--- config.mk ---
export PLATFORM = sky130hd
export DESIGN_NAME = mem_port_arbiter
export DESIGN_NICKNAME = d
export VERILOG_FILES = /design/src/rtl/mem_port_arbiter_pkg.sv /design/src/rtl/arb_priority_sel.sv /design/src/rtl/mem_port_arbiter.sv
export SDC_FILE = /design/constraint.sdc
export NUM_CORES = 1
export LEC_CHECK = 0
export ABC_AREA = 1
export BUFFER_PORTS_ARGS = -buffer_cell sky130_fd_sc_hd__buf_2
export CELL_PAD_IN_SITES_DETAIL_PLACEMENT = 0
export CELL_PAD_IN_SITES_GLOBAL_PLACEMENT = 1
export CORE_AREA = 5 5 194 196
export DETAILED_ROUTE_END_ITERATION = 10
export DIE_AREA = 0 0 199 201
export PLACE_DENSITY = 0.68
export SLEW_MARGIN = 20
export SYNTH_ARGS = -nofsm -noshare
export SYNTH_HDL_FRONTEND = slang
export SYNTH_SLANG_ARGS = --single-unit
--- constraint.sdc ---
create_clock -name clk -period 2.46 [get_ports clk]
set_clock_uncertainty 0.2 [all_clocks]
set_input_delay 0.615 -clock clk [delete_from_list [all_inputs] [get_ports clk]]
set_output_delay 0.615 -clock clk [all_outputs]
set_load 0.005 [all_outputs]
--- src/rtl/mem_port_arbiter_pkg.sv ---
// Shared types and constants for the IF/LSU unified memory port arbiter.
package mem_port_arbiter_pkg;

    typedef enum logic [1:0] {
        ARB_IDLE = 2'd0,
        ARB_REQ  = 2'd1,
        ARB_RESP = 2'd2
    } arb_state_t;

    typedef enum logic {
        OWN_IF  = 1'b0,
        OWN_LSU = 1'b1
    } arb_owner_t;

    // One-hot access width codes: byte=0001, half=0010, word=0100, double=1000.
    localparam logic [3:0] WDT_WORD = 4'b0100;

    function automatic int unsigned streak_width(int unsigned max_streak);
        return (max_streak > 0) ? $clog2(max_streak + 1) : 1;
    endfunction

endpackage

--- src/rtl/arb_priority_sel.sv ---
// Combinational winner select between LSU and IF, plus next-streak computation.
module arb_priority_sel #(
    parameter int unsigned MAX_LSU_STREAK = 4,
    parameter int unsigned STREAK_W       = 3
) (
    input  logic                arb_en,
    input  logic                if_req_valid,
    input  logic                if_flush,
    input  logic                lsu_req_valid,
    input  logic [STREAK_W-1:0] streak,
    output logic                grant_if,
    output logic                grant_lsu,
    output logic [STREAK_W-1:0] streak_next
);

    logic if_starved;

    // IF has waited through the maximum number of back-to-back LSU grants.
    assign if_starved = if_req_valid && (streak == STREAK_W'(MAX_LSU_STREAK));

    always_comb begin
        grant_lsu   = arb_en && lsu_req_valid && !if_starved;
        grant_if    = arb_en && !grant_lsu && if_req_valid && !if_flush;
        streak_next = streak;
        if (grant_lsu) begin
            if (!if_req_valid) begin
                streak_next = '0;
            end else if (streak < STREAK_W'(MAX_LSU_STREAK)) begin
                streak_next = streak + 1'b1;
            end
        end else if (grant_if) begin
            streak_next = '0;
        end
    end

endmodule

--- src/rtl/mem_port_arbiter.sv ---
// Shares one memory port between instruction fetch and the load/store unit,
// one transaction in flight, LSU priority with a bounded starvation guard.
module mem_port_arbiter
    import mem_port_arbiter_pkg::*;
#(
    parameter int unsigned ADDR_W         = 64,
    parameter int unsigned DATA_W         = 64,
    parameter int unsigned INST_W         = 32,
    parameter int unsigned WDT_W          = 4,
    parameter int unsigned MAX_LSU_STREAK = 4
) (
    input  logic              clk,
    input  logic              rst_n,

    input  logic              if_req_valid,
    output logic              if_req_ready,
    input  logic [ADDR_W-1:0] if_addr,
    input  logic              if_flush,
    output logic              if_resp_valid,
    output logic [INST_W-1:0] if_resp_inst,

    input  logic              lsu_req_valid,
    output logic              lsu_req_ready,
    input  logic [ADDR_W-1:0] lsu_addr,
    input  logic              lsu_wen,
    input  logic [DATA_W-1:0] lsu_wdata,
    input  logic [WDT_W-1:0]  lsu_wdt,
    output logic              lsu_resp_valid,
    output logic [DATA_W-1:0] lsu_resp_data,

    output logic              mem_req_valid,
    input  logic              mem_req_ready,
    output logic [ADDR_W-1:0] mem_addr,
    output logic              mem_wen,
    output logic [DATA_W-1:0] mem_wdata,
    output logic [WDT_W-1:0]  mem_wdt,
    input  logic              mem_resp_valid,
    input  logic [DATA_W-1:0] mem_resp_data
);

    localparam int unsigned STREAK_W = streak_width(MAX_LSU_STREAK);

    arb_state_t          state_q;
    arb_owner_t          owner_q;
    logic                drop_q;
    logic                lane_q;
    logic [STREAK_W-1:0] streak_q;
    logic [STREAK_W-1:0] streak_next;
    logic                arb_en;
    logic                grant_if;
    logic                grant_lsu;
    logic                flush_hit;

    // Gating with rst_n keeps both readies low while reset is asserted.
    assign arb_en    = rst_n && (state_q == ARB_IDLE);
    assign flush_hit = (owner_q == OWN_IF) && if_flush;

    arb_priority_sel #(
        .MAX_LSU_STREAK (MAX_LSU_STREAK),
        .STREAK_W       (STREAK_W)
    ) u_priority_sel (
        .arb_en        (arb_en),
        .if_req_valid  (if_req_valid),
        .if_flush      (if_flush),
        .lsu_req_valid (lsu_req_valid),
        .streak        (streak_q),
        .grant_if      (grant_if),
        .grant_lsu     (grant_lsu),
        .streak_next   (streak_next)
    );

    assign if_req_ready  = grant_if;
    assign lsu_req_ready = grant_lsu;

    always_ff @(posedge clk or negedge rst_n) begin
        if (!rst_n) begin
            state_q       <= ARB_IDLE;
            owner_q       <= OWN_LSU;
            drop_q        <= 1'b0;
            lane_q        <= 1'b0;
            streak_q      <= '0;
            mem_req_valid <= 1'b0;
            mem_addr      <= '0;
            mem_wen       <= 1'b0;
            mem_wdata     <= '0;
            mem_wdt       <= '0;
        end else begin
            unique case (state_q)
                ARB_IDLE: begin
                    if (grant_lsu || grant_if) begin
                        state_q       <= ARB_REQ;
                        mem_req_valid <= 1'b1;
                        streak_q      <= streak_next;
                        if (grant_lsu) begin
                            owner_q   <= OWN_LSU;
                            mem_addr  <= lsu_addr;
                            mem_wen   <= lsu_wen;
                            mem_wdata <= lsu_wdata;
                            mem_wdt   <= lsu_wdt;
                            lane_q    <= 1'b0;
                        end else begin
                            owner_q   <= OWN_IF;
                            mem_addr  <= if_addr;
                            mem_wen   <= 1'b0;
                            mem_wdata <= '0;
                            mem_wdt   <= WDT_W'(WDT_WORD);
                            lane_q    <= if_addr[2];
                        end
                    end
                end
                ARB_REQ: begin
                    if (flush_hit) begin
                        drop_q <= 1'b1;
                    end
                    if (mem_req_ready) begin
                        state_q       <= ARB_RESP;
                        mem_req_valid <= 1'b0;
                    end
                end
                ARB_RESP: begin
                    if (mem_resp_valid) begin
                        state_q <= ARB_IDLE;
                        drop_q  <= 1'b0;
                    end else if (flush_hit) begin
                        drop_q <= 1'b1;
                    end
                end
                default: begin
                    state_q <= ARB_IDLE;
                end
            endcase
        end
    end

    // A flushed fetch still completes on the memory side; only its delivery is killed.
    always_comb begin
        if_resp_valid  = 1'b0;
        if_resp_inst   = '0;
        lsu_resp_valid = 1'b0;
        lsu_resp_data  = '0;
        if ((state_q == ARB_RESP) && mem_resp_valid) begin
            if (owner_q == OWN_LSU) begin
                lsu_resp_valid = 1'b1;
                lsu_resp_data  = mem_resp_data;
            end else if (!drop_q && !if_flush) begin
                if_resp_valid = 1'b1;
                if_resp_inst  = lane_q ? mem_resp_data[2*INST_W-1:INST_W]
                                       : mem_resp_data[INST_W-1:0];
            end
        end
    end

    a_resp_only_in_resp: assert property (
        @(posedge clk) disable iff (!rst_n) mem_resp_valid |-> (state_q == ARB_RESP)
    );

endmodule

After elaboration in Yosys (flattened, before gate mapping)
Cells that the tools add are included.
{"block": "word_totals", "ff_bits": 142, "inputBits": 268, "output_inout_bits": 234, "elab_cells": 74}
{"block": "op_classes", "addsub": 1, "n_lt_le_gt_ge": 1, "eq_ne": 7, "muxes": 31, "n_bitwise": 1, "reduce_logical": 23}
{"cell": "2-to-1 mux 64 bit", "n": 4}
{"cell": "2-to-1 mux 32 bit", "n": 4}
{"cell": "2-to-1 mux 1 bit", "n": 12}
{"cell": "2-to-1 mux 3 bit", "n": 4}
{"cell": "logical AND 1 bit", "n": 10}
{"cell": "2-to-1 mux 2 bit", "n": 3}
{"cell": "one-hot mux 2 bit (3 select lines)", "n": 1}
{"cell": "AND reduction 3 bit", "n": 2}
{"cell": "nonzero test 2 bit", "n": 3}
{"cell": "logical NOT 1 bit", "n": 4}
{"cell": "2-to-1 mux 4 bit", "n": 1}
{"cell": "!= test 2 bit (second input constant)", "n": 2}
{"cell": "one-hot mux 1 bit (2 select lines)", "n": 2}
{"cell": "AND reduction 4 bit", "n": 1}
{"cell": "adder 3 x 1 -> 3 bit (second input constant)", "n": 1}
{"cell": "equality test 3 bit (second input constant)", "n": 1}
{"cell": "less-than comparator 3 bit (second input constant)", "n": 1}
{"cell": "!= test 3 x 2 -> 1 bit (second input constant)", "n": 1}
{"cell": "equality test 2 x 1 -> 1 bit (second input constant)", "n": 1}
{"cell": "equality test 2 bit (second input constant)", "n": 1}
{"cell": "logical NOT 2 bit", "n": 1}
{"cell": "!= test 2 x 1 -> 1 bit (second input constant)", "n": 1}
{"cell": "AND reduction 2 bit", "n": 1}
{"cell": "logical OR 1 bit", "n": 1}
{"cell": "NOT 1 bit", "n": 1}

Logic depth before layout (Yosys ltp)
Gate-level depths: netlist of the first run.
{"block": "logic_depth", "ltp_word": 11, "depth_mapped": 10, "ltp_nobuf": 9}

Hierarchy
Synthesis of the first run repeated with hierarchy kept, for this count alone.
{"block": "hier_totals", "cells_unflattened": 1103, "hier_area_um2": 7374.6}
{"module": "mem_port_arbiter", "n_inst": 1, "cells_each": 1074, "area_each_um2": 7226.9, "seq_area_each_um2": 3554.7}
{"module": "arb_priority_sel", "n_inst": 1, "cells_each": 29, "area_each_um2": 147.6, "seq_area_each_um2": 0.0}

Least setup slack after synthesis of the first run
OpenSTA, ideal clock, no wires.
{"block": "synth_path", "path_kind": "flip-flop to output port", "start": "register state_q[0]", "end": "output port if_resp_inst[10]", "t_arrival_ns": 1.362, "required_ns": 1.645, "setup_slack_ns": 0.283, "path_stages_with_launch": 8, "n_path_buf": 1, "path_cell_list": "dfrtp_1 -> inv_1 -> ha_1 -> nand2_1 -> inv_1 -> nand3_1 -> clkbuf_1 -> nor2_1"}
{"block": "synth_between", "elab_chain_len": 3}
{"element": "from (decl)", "line": "mem_port_arbiter.sv:43", "source": "arb_state_t state_q;"}
{"element": "from (signal assigned)", "line": "mem_port_arbiter.sv:77", "source": "state_q <= ARB_IDLE;"}
{"element": "from (signal assigned)", "line": "mem_port_arbiter.sv:91", "source": "state_q <= ARB_REQ;"}
{"element": "from (signal assigned)", "line": "mem_port_arbiter.sv:116", "source": "state_q <= ARB_RESP;"}
{"element": "equality test 2 bit", "line": "mem_port_arbiter.sv:141", "source": "if ((state_q == ARB_RESP) && mem_resp_valid) begin"}
{"element": "logical AND 1 bit", "line": "mem_port_arbiter.sv:141"}
{"element": "2-to-1 mux 32 bit", "line": "mem_port_arbiter.sv:141"}
{"element": "to (decl)", "line": "mem_port_arbiter.sv:20", "source": "output logic [INST_W-1:0] if_resp_inst,"}
No other way between the ends.

Final worst setup path of the first run
{"block": "layout_path", "start": "register state_q[0]", "end": "output port if_resp_inst[31]"}
Same word-level chain as after synthesis.

==> results of run 1 <==
-- layout by cell type, fill, tap and decap left out, types with 5 or more instances in the layout --
cell type  instances
buf_4             24
nor2_2            19
nand3b_1          63
nand3_1           74
inv_1            105
inv_2              5
dfrtp_1          139
nand2_1          314
buf_2            498
clkbuf_16         18
nand2_4            5
buf_6              8
a21oi_1           94
buf_12             7
nor2_1           177
-- worst max-delay path by stage --
stage	from	to	slack, ns	cells past startpoint
after floorplan	state_q[0]	if_resp_inst[10]	0.28	7
after global placement	mem_resp_valid	if_resp_inst[31]	0.07	7
after detailed placement	mem_resp_valid	if_resp_inst[31]	0.08	7
after CTS	state_q[0]	if_resp_inst[31]	-0.17	9
after global routing	state_q[0]	if_resp_inst[31]	-0.24	9
final	state_q[0]	if_resp_inst[31]	-0.15	9
-- through the flow --
step	util	hold WS, ns
after global placement	0.300	0.265
final	0.327	0.134
after CTS	0.323	0.138
after floorplan	-	0.119
after global routing	0.327	0.147
after detailed placement	0.300	0.273
-- power by group through the flow --
stage | registers [mW] | clock network, mW | logic (mW)
2_1_floorplan | 4.10 | 0 | 2.28
6_report | 4.02 | 2.79 | 4.71
5_1_grt | 4.17 | 2.99 | 5.31
3_5_place_dp | 4.04 | 0 | 4.61
3_3_place_gp | 4.02 | 0 | 4.57
4_1_cts | 4.03 | 2.89 | 4.74
-- per-layer routing --
layer / global-route usage / share of wire / wire, um
met3: 0.0441 / 0.078 / 2600
met4: 0.0728 / 0.036 / 1180
met5: 0 / 0 / 0
met1: 0.170 / 0.37 / 12200
met2: 0.285 / 0.52 / 17100
-- registers in the layout, indices dropped and copies added, names as in the netlist --
register       cells
owner_q            1
state_q            2
lane_q             1
mem_wen            1
streak_q           3
mem_req_valid      1
drop_q             1
mem_addr          64
mem_wdt            4
mem_wdata         64
-- critical path: stages, from the launching register on --
cell and delay, ns:
dfrtp_1 0.40, inv_2 0.08, ha_4 0.14, nand2_4 0.05, inv_2 0.05, nand3_2 0.07
buf_8 0.16, buf_6 0.12, a21oi_4 0.15, buf_2 0.15
-- cells by family after synthesis --
kind of cell / Yosys count
AND/OR/NAND/NOR: 663
adder cells (fa/ha/maj): 6
AO/OA/AOI/OAI: 99
buffers and inverters: 190
flip-flops: 142
-- cell type report --
type                            instances  share of cell area
Inverter                              112              0.0364
Timing Repair Buffer                  540               0.253
Clock buffer                           19              0.0385
Sequential cell                       142               0.303
Tap cell                              468              0.0498
Antenna cell                            3            0.000639
Multi-Input combinational cell        768               0.304
Clock inverter                         13              0.0151
-- what timing repair did --
item                       4_1_cts  5_1_grt
gates resized for setup         34       23
gates cloned                     1        1
setup endpoints to repair       99      100
buffers inserted                 8        5
pin swaps                        2        4
==> out/metrics.cfg, run 1 <==
[yosys]
synth_top_family_by_area=simple AND/OR/NAND/NOR gates
async_flop_share=1.00
yosys_warnings=0
yosysTopAreaCell=dfrtp_1
synthXorXnorAreaFrac=0
synth_seq_cells=142
syn_nets=1374
synth_most_common_cell=nand2_1
synth_mux_area_frac=0
seq_area_frac_synth=0.457
synth-main-ff-cell=dfrtp_1
syn_area_um2=7780
synth_area_leaders=dfrtp_1, nand2_1, nor2_1
synthCells=1100
yosysTopAreaCellShare=0.454
syn_area_per_cell_um2=7.07
yosys.area_share.simple=0.365
synth_top_cells_by_count=nand2_1, nor2_1, dfrtp_1
synth_compound_area_frac=0.0642
ys_types=21
yosys.area_share.adder=0.00965
synth_edf_count=0

[routing]
firstDrtPassIters=6
drt_iter0_drc=344
final_antenna_net_count=0
viasPerCell=4.25
vias=8768
drt-total-wl_um=33100
drc=0
wl_per_cell_um=16.0

[setup_path]
reg2regPathDepth=12
crit_required_ns=1.64
reg2reg_slack_ns=0.24
end_kind=primary output
cp.arrival_ns=1.80
crit_type=flop to primary output
crit_fanout=7
regToRegStartpoint=state_q[0]
start_kind=flop
worstReg2RegEnd=mem_addr[15]

[timing]
timing.fmax_mhz=383
rsz0062_at_grt=yes
worst_slack_ns=-0.151
setup_violations=96
slew-limit-headroom=0.458
finalCriticalPeriod_ns=2.61
drv_slew=0
setup_tns_ns=-6.88
min_period_over_period=1.06
tightest_slew_ns=0.813
hold_viol=0

[clock_tree]
cts_buffer_depth=2
cts-root-buf=clkbuf_16
cts.htree.levels=4
cts_tree=yes
cts-buffers-inserted=17
cts_sinks=142
hold_buffers=0
clk_pin_slew_ns=0.07
clock_latency_ns=0.44

[pwr]
power.density_nw_per_um2=980
p_comb_frac=0.409
power.net_switching_mw=4.41
p_int_mw=7.11
peakVddDrop_mv=0.454
p_leak_nw=6.81
p_clk_frac=0.242
fin_total_pwr_mw=11.5
power.share.sequential=0.349
switching_share=0.383

[floorplanning]
die_area_um2=40000
die_w_um=199
num_io_pins=502
die_h_um=201
row_count=70
initial_core_util=0.217
core-area_um2=35900

[placed_design]
post-place-ws_ns=0.0816
dpl.hpwl_um=25400
place_congestion=0.973
dp.cells=2015
placed_cell_area_um2=10800
io_buffers=501

[grt]
grt_start_max_net_pins=143
antenna_found_initial=6
grt_overflow=0
grt_pass1_vias=8826
grt_pass1_wl_um=49400
grt_use_total=0.158

[layout]
multi_input_area_um2=3570
area_growth_pct=51.1
finalNetCount=1855
fin_area_um2=11800
drive_gt1_frac=0.386
fill_cells=3926
layout.cells.non_filler=2065
regArea_um2=3560

[job]
maxCapViolCount=0

[outcome]
status=finished with violations
violations=setup timing

[min_path]
hold_path_class=primary input to async pin

Power figures use the tool's default switching activity.
==> run 2, diff against run 1 <==
- ABC_AREA: 1 -> not set
- CORE_AREA: 5 5 194 196 -> 5 5 195 197
- DIE_AREA: 0 0 199 201 -> 0 0 200 202
- PLACE_DENSITY: 0.68 -> 0.65
==> run 2 against run 1 <==
Combinational power increased by 4%; the flow still finishes with violations (setup timing); wire length increased by 13%; utilization increased by 1.3 points; critical endpoint is now lsu_resp_data[61]; critical path type unchanged.
==> out/metrics.cfg, run 2 <==
[clock_tree]
cts_tree=yes
cts.htree.levels=4
cts-root-buf=clkbuf_16
clk_pin_slew_ns=0.06
cts_buffer_depth=2
cts_sinks=142
cts-buffers-inserted=17
clock_latency_ns=0.43

[timing]
slew-limit-headroom=0.423
hold_viol=0
drv_slew=0
setup_violations=100
setup_tns_ns=-27.90
holdWs_ns=0.136
tightest_slew_ns=0.866
finalCriticalPeriod_ns=2.80
min_period_over_period=1.14
timing.fmax_mhz=357
worst_slack_ns=-0.339
rsz0062_at_grt=yes

[pwr]
peakVddDrop_mv=0.460
p_leak_nw=6.26
power.density_nw_per_um2=963

[setup_path]
start_kind=flop
slowest_delay_ns=0.39
crit_type=flop to primary output
path_cells=inv_2 -> ha_4 -> nand2_2 -> buf_4 -> nor2_4 -> buf_6 -> buf_6 -> buf_16 -> and2_4 -> buf_6
crit_path_top_delay_cell=dfrtp_1
worst-path-buf-inv=6
end_kind=primary output
crit_required_ns=1.64
cp_common_cell=buf_6
cp.arrival_ns=1.98
critPathTopFamily=buffers and inverters
crit_fanout=6

[floorplanning]
row_count=70
num_io_pins=502
core-area_um2=36100
die_w_um=200
die_area_um2=40400
initial_core_util=0.212
die_h_um=202

[outcome]
violations=setup timing
status=finished with violations

[routing]
viasPerCell=4.64
drc=0
drt_iter0_drc=420
final_antenna_net_count=0
drt-total-wl_um=37200
vias=8607
wl_per_cell_um=20.1
firstDrtPassIters=6

[yosys]
synth-main-ff-cell=dfrtp_1
synth_seq_cells=142
syn_nets=1145
yosysTopAreaCellShare=0.462
synth_top_cells_by_count=dfrtp_1, nand2_1, inv_1
synth_most_common_cell=dfrtp_1
synthCells=871
yosys_warnings=0
yosysTopAreaCell=dfrtp_1
async_flop_share=1.00
synth_area_leaders=dfrtp_1, o211ai_1, nand2_1
synth_edf_count=0
syn_area_um2=7640
syn_area_per_cell_um2=8.77
ys_types=40
seq_area_frac_synth=0.466

[placed_design]
placed_cell_area_um2=10800
io_buffers=501
place_congestion=0.870
dpl.hpwl_um=27200
post-place-ws_ns=-0.118

[layout]
fin_area_um2=12300
drive_gt1_frac=0.486
top_regs=mem_addr x64, mem_wdata x64, mem_wdt x4
final_cell_mix=buf_2, dfrtp_1, nand2_1
final_common_cell=buf_2
area_growth_pct=60.9
finalNetCount=1641

[grt]
grt_overflow=0
antenna_found_initial=15
grt_pass1_vias=8778
grt_use_total=0.172
grt_start_max_net_pins=135
grt_pass1_wl_um=53500

[job]
maxCapViolCount=0

[min_path]
hold_path_class=primary input to async pin

## run 2: changes by cell type after synthesis, sizes merged, moves of 41 or more
cell	delta
nand2	-188
nor2	-165
a21oi	-93
nand3	-75
o211ai	+71
o21ai	+69
a31oi	+66
nor3	+66
and2	+64
nand3b	-62
clkbuf	+41
## run 2: cell families (layout without fill, tap and decap cells)
group	Yosys count	count (layout)	share of synthesized area
and+or+nand+nor	311	311	0.191
AOI/OAI and AO/OA	219	219	0.203
buffers and inverters	161	670	0.0891
DFF	142	142	0.466
muxes	32	32	0.0419
adders and majority gates	6	6	0.00983
other	0	7	0
## run 2: final timing paths
kind / start / to / slack, ns / cells after the start
setup / recovery: state_q[0] / lsu_resp_data[61] / -0.34 / 10
hold / removal: rst_n / mem_req_valid / 0.14 / 2
setup reg to reg: streak_q[0] / mem_addr[36] / 0.21 / 7
hold reg to reg: mem_wdata[54] / mem_wdata[54] / 0.32 / 2
max in group asynchronous: rst_n / mem_addr[52] / 1.01 / 3
min in group clk: lsu_wdata[22] / mem_wdata[22] / 0.21 / 3
## run 2: repair_timing
item | 4_1_cts | 5_1_grt
setup buffers | 11 | 4
setup endpoints to repair | 100 | 100
hold endpoints to repair | 4 | 0
resized for setup | 37 | 93
cloned | 3 | 7
pin swaps | 10 | 14
hold buffers | 1 | 0
## run 2: power by group
group          internal [mW]  switching [mW]
Combinational           2.44            2.43
Sequential              3.50           0.652
Clock                   1.73            1.08
Total                   7.67            4.16
## run 2: layout make-up
type,count,area (um^2)
inverters,77,292
clock buffers,23,498
multi-input cells,568,3590
repair buffers,561,3610
clock inverters,9,131
flip-flops and latches,142,3560
well taps,468,586
fillers,3808,23800
diodes,7,17.5
## run 2: through the flow
| stage | total power, mW | cells | util |
|---|---|---|---|
| 2_1_floorplan | 6.30 | 871 | - |
| 3_3_place_gp | 8.65 | 1793 | 0.299 |
| 3_5_place_dp | 8.71 | 1793 | 0.299 |
| 4_1_cts | 11.8 | 1839 | 0.326 |
| 5_1_grt | 12.7 | 1854 | 0.340 |
| 6_report | 11.8 | 1855 | 0.340 |
## run 2: worst reg2reg max path: cells and delay by family, from the launching register on
kind / cells / cell delay, ns
buf+inv: 3 / 0.66
flops: 1 / 0.40
compound gates: 1 / 0.36
simple gates: 2 / 0.32
fa+ha+maj: 1 / 0.14
## run 2: layer usage
metal	track usage	share of wire
met5	0	0.0016
met4	0.0522	0.028
met3	0.0577	0.086
met2	0.295	0.49
met1	0.202	0.39
